[src/rtl/rle_pkg.sv]
// Shared state encoding, default widths and word-geometry helper for the
// run-length compressor.
package rle_pkg;

  localparam int unsigned DEF_DATA_W  = 32;
  localparam int unsigned DEF_ADDR_W  = 16;
  localparam int unsigned DEF_COUNT_W = 8;

  typedef enum logic [2:0] {
    IDLE,
    RD_ADDR,
    RD_WAIT,
    PROC,
    WR,
    FLUSH,
    DONE
  } state_t;

  function automatic int unsigned bytes_per_word(input int unsigned data_w);
    return data_w / 8;
  endfunction

endpackage

[src/rtl/rle_packer.sv]
// Byte-to-word packer: bytes fill the word little-endian; unused upper bytes
// stay zero, so a partial word read out is already zero-padded.
module rle_packer import rle_pkg::*; #(
  parameter  int unsigned DATA_W = DEF_DATA_W,
  localparam int unsigned NB     = bytes_per_word(DATA_W),
  localparam int unsigned CNT_W  = $clog2(NB + 1)
) (
  input  logic              clk,
  input  logic              reset,
  input  logic              in_valid,
  input  logic [7:0]        in_byte,
  input  logic              clear,
  output logic              full,
  output logic [DATA_W-1:0] word,
  output logic [CNT_W-1:0]  byte_cnt
);

  assign full = (byte_cnt == CNT_W'(NB));

  always_ff @(posedge clk) begin
    if (reset || clear) begin
      word     <= '0;
      byte_cnt <= '0;
    end else if (in_valid && !full) begin
      for (int unsigned i = 0; i < NB; i++) begin
        if (byte_cnt == CNT_W'(i)) word[8*i +: 8] <= in_byte;
      end
      byte_cnt <= byte_cnt + CNT_W'(1);
    end
  end

endmodule

[src/rtl/rle_engine.sv]
// Run-length compressor over a single shared DPSRAM port: reads plaintext words,
// emits (count, symbol) byte pairs packed into words. Optional RLE_SIZE_HDR_EN.
module rle_engine import rle_pkg::*; #(
  parameter int unsigned DATA_W  = DEF_DATA_W,
  parameter int unsigned ADDR_W  = DEF_ADDR_W,
  parameter int unsigned COUNT_W = DEF_COUNT_W
) (
  input  logic              clk,
  input  logic              reset,
  input  logic              start,
  input  logic [31:0]       message_addr,
  input  logic [31:0]       message_size,
  input  logic [31:0]       rle_addr,
  output logic [31:0]       rle_size,
  output logic              done,
  output logic              port_A_clk,
  output logic [ADDR_W-1:0] port_A_addr,
  output logic [DATA_W-1:0] port_A_data_in,
  input  logic [DATA_W-1:0] port_A_data_out,
  output logic              port_A_we
);

  localparam int unsigned NB   = bytes_per_word(DATA_W);
  localparam int unsigned BI_W = $clog2(NB + 1);
`ifdef RLE_SIZE_HDR_EN
  localparam bit HDR_EN = 1'b1;
`else
  localparam bit HDR_EN = 1'b0;
`endif
  localparam logic [ADDR_W-1:0] STEP = ADDR_W'(NB);

  state_t state, state_n;

  logic [ADDR_W-1:0]  rd_addr, wr_addr, hdr_addr;
  logic [31:0]        remaining, msg_size_q;
  logic [DATA_W-1:0]  word_q, word_shift;
  logic [BI_W-1:0]    byte_idx, word_bytes, next_wb;
  logic [7:0]         cur_sym, cur_byte, cnt_byte, push_byte;
  logic [COUNT_W-1:0] cur_cnt;
  logic               have_run, emit_sym, hdr_done, wr_from_flush;
  logic               run_pending, hdr_pending;

  logic accept, capture, consume, run_new, run_inc, emit_set, emit_clr, run_end;
  logic push, pk_clear, word_wr, hdr_wr, to_wr;

  logic              pk_full;
  logic [DATA_W-1:0] pk_word;
  logic [BI_W-1:0]   pk_cnt;

  logic unused_hi;
  assign unused_hi = ^{message_addr, rle_addr};

  assign port_A_clk  = clk;
  assign done        = (state == DONE);
  assign word_shift  = word_q >> {byte_idx, 3'b000};
  assign cur_byte    = word_shift[7:0];
  assign cnt_byte    = 8'(cur_cnt);
  assign run_pending = have_run || emit_sym;
  assign hdr_pending = HDR_EN && !hdr_done;
  assign next_wb     = (remaining >= 32'(NB)) ? BI_W'(NB) : BI_W'(remaining);

  rle_packer #(.DATA_W(DATA_W)) u_packer (
    .clk      (clk),
    .reset    (reset),
    .in_valid (push),
    .in_byte  (push_byte),
    .clear    (pk_clear),
    .full     (pk_full),
    .word     (pk_word),
    .byte_cnt (pk_cnt)
  );

  always_ff @(posedge clk) begin
    if (reset) state <= IDLE;
    else       state <= state_n;
  end

  // A run break takes two cycles: count byte first, then the symbol byte
  // together with starting the new run from the byte that broke it.
  always_comb begin
    state_n        = state;
    accept         = 1'b0;
    capture        = 1'b0;
    consume        = 1'b0;
    run_new        = 1'b0;
    run_inc        = 1'b0;
    emit_set       = 1'b0;
    emit_clr       = 1'b0;
    run_end        = 1'b0;
    push           = 1'b0;
    push_byte      = cnt_byte;
    pk_clear       = 1'b0;
    word_wr        = 1'b0;
    hdr_wr         = 1'b0;
    to_wr          = 1'b0;
    port_A_we      = 1'b0;
    port_A_addr    = '0;
    port_A_data_in = '0;
    unique case (state)
      IDLE, DONE: begin
        if (start) begin
          accept   = 1'b1;
          pk_clear = 1'b1;
          state_n  = (message_size == '0) ? FLUSH : RD_ADDR;
        end
      end
      RD_ADDR: begin
        port_A_addr = rd_addr;
        state_n     = RD_WAIT;
      end
      RD_WAIT: begin
        capture = 1'b1;
        state_n = PROC;
      end
      PROC: begin
        if (pk_full) begin
          to_wr   = 1'b1;
          state_n = WR;
        end else if (emit_sym) begin
          push      = 1'b1;
          push_byte = cur_sym;
          emit_clr  = 1'b1;
          run_new   = 1'b1;
          consume   = 1'b1;
        end else if (byte_idx < word_bytes) begin
          if (!have_run) begin
            run_new = 1'b1;
            consume = 1'b1;
          end else if (cur_byte == cur_sym && cur_cnt != '1) begin
            run_inc = 1'b1;
            consume = 1'b1;
          end else begin
            push     = 1'b1;
            emit_set = 1'b1;
          end
        end else begin
          state_n = (remaining == '0) ? FLUSH : RD_ADDR;
        end
      end
      WR: begin
        port_A_we      = 1'b1;
        port_A_addr    = wr_addr;
        port_A_data_in = pk_word;
        pk_clear       = 1'b1;
        word_wr        = 1'b1;
        if (!wr_from_flush)                  state_n = PROC;
        else if (run_pending || hdr_pending) state_n = FLUSH;
        else                                 state_n = DONE;
      end
      FLUSH: begin
        if (pk_full) begin
          to_wr   = 1'b1;
          state_n = WR;
        end else if (emit_sym) begin
          push      = 1'b1;
          push_byte = cur_sym;
          emit_clr  = 1'b1;
          run_end   = 1'b1;
        end else if (have_run) begin
          push     = 1'b1;
          emit_set = 1'b1;
        end else if (pk_cnt != '0) begin
          port_A_we      = 1'b1;
          port_A_addr    = wr_addr;
          port_A_data_in = pk_word;
          pk_clear       = 1'b1;
          word_wr        = 1'b1;
          state_n        = hdr_pending ? FLUSH : DONE;
        end else if (hdr_pending) begin
          port_A_we      = 1'b1;
          port_A_addr    = hdr_addr;
          port_A_data_in = DATA_W'(msg_size_q);
          hdr_wr         = 1'b1;
          state_n        = DONE;
        end else begin
          state_n = DONE;
        end
      end
      default: state_n = IDLE;
    endcase
  end

  always_ff @(posedge clk) begin
    if (reset) begin
      rd_addr       <= '0;
      wr_addr       <= '0;
      hdr_addr      <= '0;
      remaining     <= '0;
      msg_size_q    <= '0;
      word_q        <= '0;
      byte_idx      <= '0;
      word_bytes    <= '0;
      cur_sym       <= '0;
      cur_cnt       <= '0;
      have_run      <= 1'b0;
      emit_sym      <= 1'b0;
      hdr_done      <= 1'b0;
      wr_from_flush <= 1'b0;
      rle_size      <= '0;
    end else begin
      if (accept) begin
        rd_addr    <= message_addr[ADDR_W-1:0];
        hdr_addr   <= rle_addr[ADDR_W-1:0];
        wr_addr    <= rle_addr[ADDR_W-1:0] + (HDR_EN ? STEP : '0);
        remaining  <= message_size;
        msg_size_q <= message_size;
        byte_idx   <= '0;
        word_bytes <= '0;
        have_run   <= 1'b0;
        emit_sym   <= 1'b0;
        hdr_done   <= 1'b0;
        rle_size   <= '0;
      end
      if (capture) begin
        word_q     <= port_A_data_out;
        byte_idx   <= '0;
        word_bytes <= next_wb;
        remaining  <= remaining - 32'(next_wb);
        rd_addr    <= rd_addr + STEP;
      end
      if (consume) byte_idx <= byte_idx + BI_W'(1);
      if (run_new) begin
        cur_sym  <= cur_byte;
        cur_cnt  <= COUNT_W'(1);
        have_run <= 1'b1;
      end
      if (run_inc)  cur_cnt  <= cur_cnt + COUNT_W'(1);
      if (emit_set) emit_sym <= 1'b1;
      if (emit_clr) emit_sym <= 1'b0;
      if (run_end)  have_run <= 1'b0;
      if (push)     rle_size <= rle_size + 32'd1;
      if (hdr_wr) begin
        hdr_done <= 1'b1;
        rle_size <= rle_size + 32'(NB);
      end
      if (word_wr) wr_addr <= wr_addr + STEP;
      if (to_wr)   wr_from_flush <= (state == FLUSH);
    end
  end

endmodule
[config.mk]
export PLATFORM = sky130hd
export DESIGN_NAME = rle_engine
export DESIGN_NICKNAME = d
export VERILOG_FILES = /design/src/rtl/rle_pkg.sv /design/src/rtl/rle_packer.sv /design/src/rtl/rle_engine.sv
export SDC_FILE = /design/constraint.sdc
export NUM_CORES = 1
export LEC_CHECK = 0
export BUFFER_PORTS_ARGS = -buffer_cell sky130_fd_sc_hd__buf_2
export CAP_MARGIN = 5
export CORE_MARGIN = 2
export CORE_UTILIZATION = 50
export DETAILED_ROUTE_END_ITERATION = 7
export HOLD_SLACK_MARGIN = 0.12
export PLACE_DENSITY_LB_ADDON = 0.1
export SYNTH_ARGS = -nofsm -noshare
export SYNTH_HDL_FRONTEND = slang
export SYNTH_SLANG_ARGS = --single-unit
[constraint.sdc]
create_clock -name clk -period 2.8 [get_ports clk]
set_input_delay 0.28 -clock clk [delete_from_list [all_inputs] [get_ports clk]]
set_output_delay 0.28 -clock clk [all_outputs]
set_load 0.02 [all_outputs]
**Yosys cells after proc, flatten, opt, wreduce, memory -nomap -nowiden**

Index checks and enable logic that the tools add are counted.

- Add/sub/neg operators: 7
- Magnitude comparators: 2
- Equality and inequality tests: 17
- Shifts and indexed selects: 1
- Mux-type cells: 88
- Reductions and logical operators: 26

Operator list:

| operator | number |
|---|---|
| $mux 32 | 8 |
| $mux 16 | 8 |
| $logic_not 32->1 | 2 |
| $pmux 32 s2 | 1 |
| $pmux 16 s3 | 1 |
| $mux 3 | 15 |
| $mux 1 | 44 |
| $mux 8 | 5 |
| $add 16x3->16 const B | 2 |
| $add 32x1->32 const B | 1 |
| $ge 32x3->1 const B | 1 |
| $shr 32x6->8 | 1 |
| $sub 32x3->32 | 1 |
| $pmux 3 s6 | 1 |
| $eq 3x2->1 const B | 4 |
| $eq 3x3->1 const B | 4 |
| $ne 3x2->1 const B | 4 |
| $reduce_bool 2->1 | 6 |
| $add 8x1->8 const B | 1 |
| $eq 8x8->1 | 1 |
| $ne 8x8->1 const B | 1 |
| $reduce_and 2->1 | 4 |
| $reduce_or 2->1 | 4 |
| $add 3x1->3 const B | 2 |
| 12 further kinds | 19 |

- Register bits after elaboration: 191
- Input port bits: 131

**Logic depth before layout (Yosys ltp)**

Gate-level depths: netlist of the first run.

- Word-level depth: 11
- Gate-level depth with buffers: 12
- Depth with buffers taken out: 11

**Hierarchy**

From an unflattened synthesis of the first run, not the netlist that was laid out.

- Cell total of the unflattened synthesis: 1,264
- Area total of the unflattened synthesis: 10,093.4 um^2

By module, submodules not included:

| module | instances | cells an instance | area an instance (um^2) |
|---|---|---|---|
| rle_engine | 1 | 1,096 | 8,653.3 |
| rle_packer | 1 | 168 | 1,440.1 |

==> results.ini, run 1 <==
[sta]
maxClockFrequency_mhz=352
finClkSkew_ns=0.0129
rsz0062_at_grt=yes
hold_slack_ns=0.163
hold_viol_final=0
min_period_over_period_pct=101
setup_viol=2
tightest_slew_ns=0.755
period_needed_ns=2.84
finalSetupTns_ns=-0.0449
slew_headroom_pct=49.0
setup_ws_ns=-0.0385
slew_violations=0

[logic_synthesis]
synth_ff_type=dfxtp_1
syn_nets=1420
yosysWarnings=0
synth_area_leaders=dfxtp_1 (38%), nand2_1 (9.1%), a21oi_1 (6.1%), mux2i_1 (6.1%), nor2_1 (2.7%)
syn-instance-count=1275
yosysMostFrequentCell=nand2_1
syn_avg_cell_area_sq_um=7.99
synth-async-reset-ratio_pct=0
ys_types=79
synthTopCellsByCount=nand2_1 (246), dfxtp_1 (191), a21oi_1 (125)
ys_seq_area_share_pct=37.5
synth_top_area_share_pct=37.5
yosys.area.top_type=dfxtp_1
synth-edff-count=0
ys_ff_latch=191
syn-cell-area_sq_um=10200

[route]
wire_per_inst_um=16.2
wl_met3_mm=2.02
finalWirelength_mm=30.0
drt_pass1_iterations=6
via_per_inst=5.77
vias=10600
drc=0
ant_nets=0
top_layer_used=met4
first_iter_violations=746
met2_length_mm=14.1
wl_met1_mm=13.4

[final_layout]
final_cells=1844
final_area_sq_um=13600
final_nets=1706
utilization_pct=67.7
drive_above_1_share_pct=22.6
syn2layout_area_growth_pct=33.7
diodes=0

[floorplanning]
core-area_sq_um=20100
initial_utilization_pct=50.7
ios=214
die_x_um=147
die_area_sq_um=21500
num_rows=52
die_h_um=147

[critical_path]
reg2reg_depth=10
r2r-start=byte_idx[0]
crit_required_ns=3.28
start_kind=flip-flop
r2r_end=rle_size[2]
arrival_ns=3.32
crit_type=flip-flop to flip-flop
endpoint_kind=flip-flop
crit_fanout=7
ff2ff_setup_slack_ns=-0.04

[clock_tree]
cts.clk_slew.worst_paths_ns=0.08
tritoncts=built
clk_latency_ns=0.56

[place]
globalplace.congestion=0.848
post-dp-hpwl_mm=19.1
io_buffer_count=181
numPlacedInstances=1701
placed_area_sq_um=11600
dpl_worst_slack_ns=-0.289

[status]
status=finished, violations left
failed_checks=setup timing

[global_routing]
grt_pass1_vias=9798
grt_pass1_wl_mm=48.4
grt-ovfl-total=0
grt_usage_pct=27.1
antenna_found_initial=0
grt_max_degree=72

[power_and_ir_drop]
internal_power_mw=5.02
seqPwrFrac_pct=41.6
swShare_pct=31.3
p_clk_share_pct=37.5
powerDensity_nw_per_um2=538
power.switching_mw=2.29
vdd_drop_max_v=0.000410
total_power_mw=7.32
comb_power_share_pct=20.9
leakagePower_nw=5.22

[min_path]
holdPathEnd=rle_size[0]
hold_depth=2
hp-class=input port to flip-flop
min_from=reset

[flow_run]
drv_cap=0

-- cell type report --
type / count / area, sq um
clock buffers: 22 / 519
repair buffers: 349 / 2540
multi-input cells: 974 / 6130
well taps: 270 / 338
inverters: 24 / 90.1
fillers: 1695 / 6490
clock inverters: 14 / 166
flip-flops and latches: 191 / 3830
-- worst max path at each step --
stage	startpoint	end	slack, ns	cells after the start
finish	byte_idx[0]	rle_size[2]	-0.04	10
global route	byte_idx[0]	rle_size[2]	-0.10	10
CTS	byte_idx[0]	rle_size[21]	-0.01	9
floorplan	byte_idx[0]	u_packer.word[17]	0.06	9
global placement	byte_idx[0]	rle_size[24]	-0.24	9
detailed placement	byte_idx[0]	rle_size[23]	-0.29	9
-- critical path: stages, from the launching register on --
cell	delay, ns
dfxtp_4	0.40
mux4_2	0.52
nor2b_4	0.15
mux2_4	0.32
or3_4	0.41
o31ai_4	0.25
buf_4	0.15
buf_12	0.13
clkbuf_16	0.14
a21oi_1	0.08
mux2i_1	0.21
-- sequential cells by signal (all words and copies together), names as in the netlist, 8 cells and up --
| signal | flops |
|---|---|
| remaining | 32 |
| word_q | 32 |
| rd_addr | 16 |
| cnt_byte | 8 |
| u_packer.word | 32 |
| rle_size | 32 |
| wr_addr | 16 |
| cur_sym | 8 |
-- power groups by stage --
stage                     sequential (mW)  clock, mW  combinational, mW
after detailed placement             3.10     0.0334               1.35
after CTS                            3.04       2.78               1.46
after floorplan                      3.05     0.0417              0.939
after global placement               3.10     0.0334               1.34
final                                3.05       2.74               1.53
after global routing                 3.07       2.90               1.69
-- metal layers --
layer / vias to the layer above / global-route usage (%)
met3: 48 / 4.78
met1: 5004 / 37.1
met4: 0 / 7.23
met2: 393 / 44.2
met5: - / 0
li1: 5198 / -
-- cells by family (layout without fill, tap and decap cells) --
kind of cell    Yosys count  in the layout  synth area share [%]
compound gates          312            312                  20.0
simple gates            565            565                  27.2
mux                      72             72                  8.12
other cells               1              1                0.0368
buf+inv                 110            409                  4.55
xor+xnor                 10             10                 0.860
fa+ha+maj                14             14                  1.72
flops                   191            191                  37.5
-- timing repair --
action / CTS / global route
hold endpoints to repair: 96 / 0
pin swaps: 0 / 16
buffers inserted: 0 / 9
gates cloned: 0 / 3
endpoints found under the setup margin: 78 / 118
gates resized for setup: 13 / 48
hold buffers: 96 / 0
-- placed cells by master, fill, tap and decap left out, drive strengths merged, types with 4 or more instances in the layout --
master         n
a2111oi        5
a211oi        10
a21oi        125
a221oi        10
a22o          19
a22oi         12
a2bb2oi        4
a31oi         22
and2          37
and3          16
buf          251
clkbuf        24
clkinv         4
dfxtp        191
dlygate4sd3   96
ha            14
inv           33
mux2i         62
mux4           8
nand2        246
nand2b        10
nand3         48
nand3b         6
nand4         23
nor2          72
nor2b          4
nor3          24
nor3b          6
nor4          19
o211ai        16
o21ai         40
o311ai         9
o31ai          5
or2            6
or3           32
or4            6
xnor2          7
Power figures use the tool's default switching activity.
==> run 2, diff against run 1 <==
==> constraint.sdc (replaced) <==
create_clock -name clk -period 2.8 [get_ports clk]
set_input_delay 0.7 -clock clk [delete_from_list [all_inputs] [get_ports clk]]
set_output_delay 0.7 -clock clk [all_outputs]
set_load 0.02 [all_outputs]
==> run 2 against run 1 <==
The flow still finishes with violations (setup timing). Wire length is 1.9% higher. Global-route usage hardly changed. Cell count is 3.3% lower. Hold slack better by 0.22 ns. Utilization is 0.31 points higher. Die area stayed put. Critical path type is now flip-flop to primary output. Critical endpoint is now port_A_addr[0].
==> results.ini, run 2 (same netlist as run 1, synthesis figures left out) <==
[critical_path]
crit_type=flip-flop to primary output  ; was flip-flop to flip-flop
start_kind=flip-flop  ; unchanged
crit_fanout=6  ; was 7
critPathBufInv=6  ; was 3
path_delay_family=buffers and inverters  ; was multiplexers
endpoint_kind=primary output  ; was flip-flop
arrival_ns=2.25  ; was 3.32 ns
slowest_delay_ns=0.34  ; was 0.52 ns
path_cells=inv_2, ha_4, buf_6, o31ai_4, nand3_2, inv_4, buf_6, clkbuf_16, a22o_1, buf_6  ; was mux4_2, nor2b_4, mux2_4, or3_4, o31ai_4, buf_4, buf_12, clkbuf_16, a21oi_1, mux2i_1
crit_required_ns=2.10  ; was 3.28 ns
path_common_cell=buf_6
crit_slowest_cell=dfxtp_2  ; was mux4_2

[floorplanning]
die_h_um=147  ; unchanged
num_rows=52  ; unchanged
initial_utilization_pct=50.7  ; unchanged
die_area_sq_um=21500  ; unchanged
die_x_um=147  ; unchanged
ios=214  ; unchanged
core-area_sq_um=20100  ; unchanged

[min_path]
hp-class=input port to flip-flop  ; unchanged

[clock_tree]
cts.clk_slew.worst_paths_ns=0.08  ; about the same
tritoncts=built  ; unchanged
clk_latency_ns=0.54  ; was 0.56 ns

[route]
via_per_inst=5.83  ; was 5.77
ant_nets=0  ; unchanged
drc=0  ; unchanged
finalWirelength_mm=30.5  ; was 30.0 mm
wire_per_inst_um=17.1  ; was 16.2 um
vias=10400  ; was 10600
first_iter_violations=766  ; was 746
drt_pass1_iterations=5  ; was 6

[final_layout]
final_nets=1643  ; was 1706
mostFrequentLayoutCells=nand2_1 (245), dfxtp_1 (187), buf_2 (131), a21oi_1 (102), buf_4 (80)  ; was nand2_1 (245), dfxtp_1 (188), buf_2 (180), a21oi_1 (124), dlygate4sd3_1 (96)
drive_above_1_share_pct=30.3  ; was 22.6%
final_common_cell=nand2_1  ; unchanged
syn2layout_area_growth_pct=34.3  ; was 33.7%

[sta]
setup_viol=85  ; was 2
slew_violations=0  ; unchanged
finClkSkew_ns=0.0142  ; was 0.0129 ns
maxClockFrequency_mhz=339  ; was 352 MHz
hold_slack_ns=0.384  ; was 0.163 ns
rsz0062_at_grt=yes  ; unchanged
min_period_over_period_pct=105  ; was 101%
slew_headroom_pct=47.6  ; was 49.0%
setup_ws_ns=-0.151  ; was -0.0385 ns
tightest_slew_ns=0.775  ; was 0.755 ns
hold_viol_final=0  ; unchanged
period_needed_ns=2.95  ; was 2.84 ns

[global_routing]
antenna_found_initial=2  ; was 0
grt_pass1_wl_mm=48.2  ; was 48.4 mm
use_met2_pct=43.7  ; was 44.2%
grt_usage_pct=27.1  ; about the same
grt-ovfl-total=0  ; unchanged
grt_max_degree=72  ; unchanged
grt-busiest-layer=met2  ; unchanged
grt_pass1_vias=9477  ; was 9798
grt_use_met1_pct=36.8  ; was 37.1%
met3_usage_pct=6.30  ; was 4.78%

[power_and_ir_drop]
vdd_drop_max_v=0.000445  ; was 0.000410 V
powerDensity_nw_per_um2=525  ; was 538 nW/um^2
total_power_mw=7.18  ; was 7.32 mW
leakagePower_nw=5.08  ; was 5.22 nW

[place]
io_buffer_count=181  ; unchanged
globalplace.congestion=0.876  ; was 0.848
post-dp-hpwl_mm=19.5  ; was 19.1 mm

[status]
status=finished, violations left  ; unchanged
failed_checks=setup timing  ; unchanged

[flow_run]
drv_cap=0  ; unchanged

[run 2: cell type report]
| cell class | count | area, sq um |
|---|---|---|
| inverters | 24 | 92.6 |
| fillers | 1672 | 6430 |
| clock inverters | 14 | 159 |
| well taps | 270 | 338 |
| flip-flops and latches | 191 | 3830 |
| repair buffers | 286 | 2240 |
| clock buffers | 22 | 519 |
| multi-input cells | 974 | 6500 |
| diodes | 2 | 5.00 |
[run 2: repair_timing]
item / 4_1_cts / 5_1_grt
gates cloned: 5 / 2
setup endpoints to repair: 126 / 119
hold buffers: 0 / 0
resized for setup: 155 / 109
setup buffers: 21 / 21
pin swaps: 18 / 60
[run 2: worst paths after layout]
check | from | endpoint | slack [ns] | cells after the start
max | u_packer.byte_cnt[0] | port_A_addr[0] | -0.15 | 10
min | port_A_data_out[16] | word_q[16] | 0.38 | 3
max reg2reg | byte_idx[0] | rle_size[28] | -0.09 | 11
min reg2reg | word_q[9] | word_q[9] | 0.46 | 2
[run 2: layer usage]
layer | up-vias | part of all wire [%]
met2 | 315 | 47
met3 | 37 | 6.2
met1 | 4960 | 45
met4 | 2 | 1.4
li1 | 5075 | -
met5 | - | 0.036
[run 2: worst min-delay path, cell delays in order]
cell	delay [ns]
buf_2	0.09
nand2_1	0.04
a21oi_1	0.05
[run 2: metrics by stage]
step	setup TNS (ns)	area [sq um]	cells	setup slack [ns]	util (%)
after floorplan	0	10200	1275	0.0218	-
after global placement	-16.85	11600	1704	-0.290	57.7
after detailed placement	-18.87	11600	1704	-0.331	57.7
after CTS	-5.54	13100	1765	-0.168	64.9
after global routing	-14.41	13700	1781	-0.232	68.0
final	-6.49	13700	1783	-0.151	68.0
[run 2: power breakdown]
part	internal (mW)	leakage (nW)	switching, mW
logic	0.577	3.19	0.863
registers	2.88	1.55	0.163
clock network	1.43	0.333	1.28
total	4.88	5.08	2.30
==> run 3, diff against run 2 <==
Settings changed: PLACE_DENSITY from default to 0.78, PLACE_DENSITY_LB_ADDON 0.1 to default.
==> run 3 against run 2 <==
The run still ends with setup timing left. First-iteration DRC count decreased by 1.0%. Via count decreased by 0.28%. Sequential share of layout area is 1.5 points higher. Largest cell class unchanged.
==> results.ini, run 3 (same netlist as run 1, synthesis figures left out) <==
[status]
status=finished, violations left  ; unchanged
failed_checks=setup timing  ; unchanged

[power_and_ir_drop]
vdd_drop_max_v=0.000536  ; was 0.000445 V
leakagePower_nw=4.91  ; was 5.08 nW
powerDensity_nw_per_um2=559  ; was 525 nW/um^2

[place]
numPlacedInstances=1699  ; was 1704
placed_area_sq_um=11600  ; about the same
io_buffer_count=181  ; unchanged
post-dp-hpwl_mm=19.2  ; was 19.5 mm
globalplace.congestion=0.856  ; was 0.876

[final_layout]
fill_cells=1706  ; was 1672
final_area_sq_um=13000  ; was 13700 sq um
final_common_cell=nand2_1  ; unchanged
mostFrequentLayoutCells=nand2_1 (246), dfxtp_1 (184), buf_2 (132), a21oi_1 (124), buf_4 (86)  ; was nand2_1 (245), dfxtp_1 (187), buf_2 (131), a21oi_1 (102), buf_4 (80)
final_cells=1757  ; was 1783
syn2layout_area_growth_pct=27.8  ; was 34.3%
drive_above_1_share_pct=26.1  ; was 30.3%
final_nets=1619  ; was 1643
diodes=0  ; was 2
utilization_pct=64.8  ; was 68.0%

[floorplanning]
core-area_sq_um=20100  ; unchanged
die_x_um=147  ; unchanged
die_h_um=147  ; unchanged
ios=214  ; unchanged
die_area_sq_um=21500  ; unchanged
initial_utilization_pct=50.7  ; unchanged
num_rows=52  ; unchanged

[critical_path]
start_kind=flip-flop  ; unchanged
endpoint_kind=primary output  ; unchanged
path_cells=inv_2, ha_4, o31ai_4, nand3_2, inv_4, buf_12, buf_12, a22o_1, buf_6  ; was inv_2, ha_4, buf_6, o31ai_4, nand3_2, inv_4, buf_6, clkbuf_16, a22o_1, buf_6
crit_type=flip-flop to primary output  ; unchanged
crit_required_ns=2.10  ; about the same
arrival_ns=2.12  ; was 2.25 ns
crit_slowest_cell=dfxtp_2  ; unchanged
ff2ff_setup_slack_ns=0  ; was -0.09 ns
crit_fanout=6  ; unchanged
reg2reg_depth=10  ; was 11
path_common_cell=buf_12  ; was buf_6
slowest_delay_ns=0.35  ; was 0.34 ns

[min_path]
hold_depth=3  ; unchanged
hp-class=input port to flip-flop  ; unchanged

[sta]
setup_viol=3  ; was 85
rsz0062_at_grt=yes  ; unchanged
min_period_over_period_pct=101  ; was 105%
slew_violations=0  ; unchanged
period_needed_ns=2.82  ; was 2.95 ns
hold_viol_final=0  ; unchanged
setup_ws_ns=-0.0175  ; was -0.151 ns
hold_slack_ns=0.379  ; was 0.384 ns
finClkSkew_ns=0.0129  ; was 0.0142 ns
slew_headroom_pct=56.9  ; was 47.6%
tightest_slew_ns=0.647  ; was 0.775 ns
maxClockFrequency_mhz=355  ; was 339 MHz

[global_routing]
grt_pass1_wl_mm=47.6  ; was 48.2 mm
grt_usage_pct=26.7  ; was 27.1%
antenna_found_initial=3  ; was 2
grt-ovfl-total=0  ; unchanged
grt_pass1_vias=9691  ; was 9477
grt_max_degree=59  ; was 72

[route]
vias=10400  ; about the same
wire_per_inst_um=16.8  ; was 17.1 um
drt_pass1_iterations=4  ; was 5
finalWirelength_mm=29.6  ; was 30.5 mm
via_per_inst=5.90  ; was 5.83
ant_nets=0  ; unchanged
first_iter_violations=758  ; was 766
drc=0  ; unchanged

[clock_tree]
hold_buffers=0  ; unchanged
tritoncts=built  ; unchanged
cts.clk_slew.worst_paths_ns=0.08  ; about the same
clk_latency_ns=0.55  ; was 0.54 ns

[flow_run]
drv_cap=0  ; unchanged

==> run 3: stage by stage <==
step                      TNS (ns)  power (mW)  setup WS [ns]
after floorplan                  0        4.04         0.0218
after global placement      -11.32        4.43         -0.261
after detailed placement    -13.55        4.47         -0.299
after CTS                   -0.289        7.24        -0.0255
after global routing         -3.49        7.61         -0.116
final                      -0.0378        7.28        -0.0175
==> run 3: cell type report <==
type,count,area (sq um),share of cell area (%)
clock buffer,23,523,4.02
sequential,191,3840,29.5
inverter,24,92.6,0.711
multi-input combinational,974,6160,47.3
tap,270,338,2.59
timing repair buffer,262,1900,14.6
clock inverter,13,171,1.32
==> run 3: repair_timing <==
action / in CTS / in global routing
endpoints found under the hold margin: 0 / 0
pin swaps: 13 / 26
setup endpoints to repair: 124 / 120
gates resized for setup: 117 / 44
gates cloned: 3 / 2
setup buffers: 16 / 8
==> run 3: worst paths after layout <==
path / end / startpoint
setup reg to reg: u_packer.word[25] / byte_idx[0]
hold reg to reg: word_q[4] / word_q[4]
hold / removal: rd_addr[11] / message_addr[11]
setup / recovery: port_A_addr[13] / u_packer.byte_cnt[0]
==> run 3: layer usage <==
metal	up-vias	global-route usage, %	share of wire [%]
met5	-	0	0.091
met3	49	5.87	6.3
li1	5015	-	-
met1	4942	35.0	44
met4	4	7.52	1.7
met2	350	44.6	48
==> run 3: report_power, final <==
part / leakage, nW / total, mW / switching (mW) / internal [mW]
combinational: 3.02 / 1.44 / 0.861 / 0.577
sequential: 1.55 / 3.05 / 0.168 / 2.88
clock: 0.345 / 2.79 / 1.21 / 1.58
==> run 3: worst max-delay path: cells and delay by family (launching register included) <==
| family | cells | cell delay (ns) |
|---|---|---|
| AO/OA/AOI/OAI | 2 | 0.34 |
| flip-flops | 1 | 0.35 |
| buffers and inverters | 5 | 0.57 |
| AND/OR/NAND/NOR | 1 | 0.14 |
| adder cells (fa/ha/maj) | 1 | 0.17 |
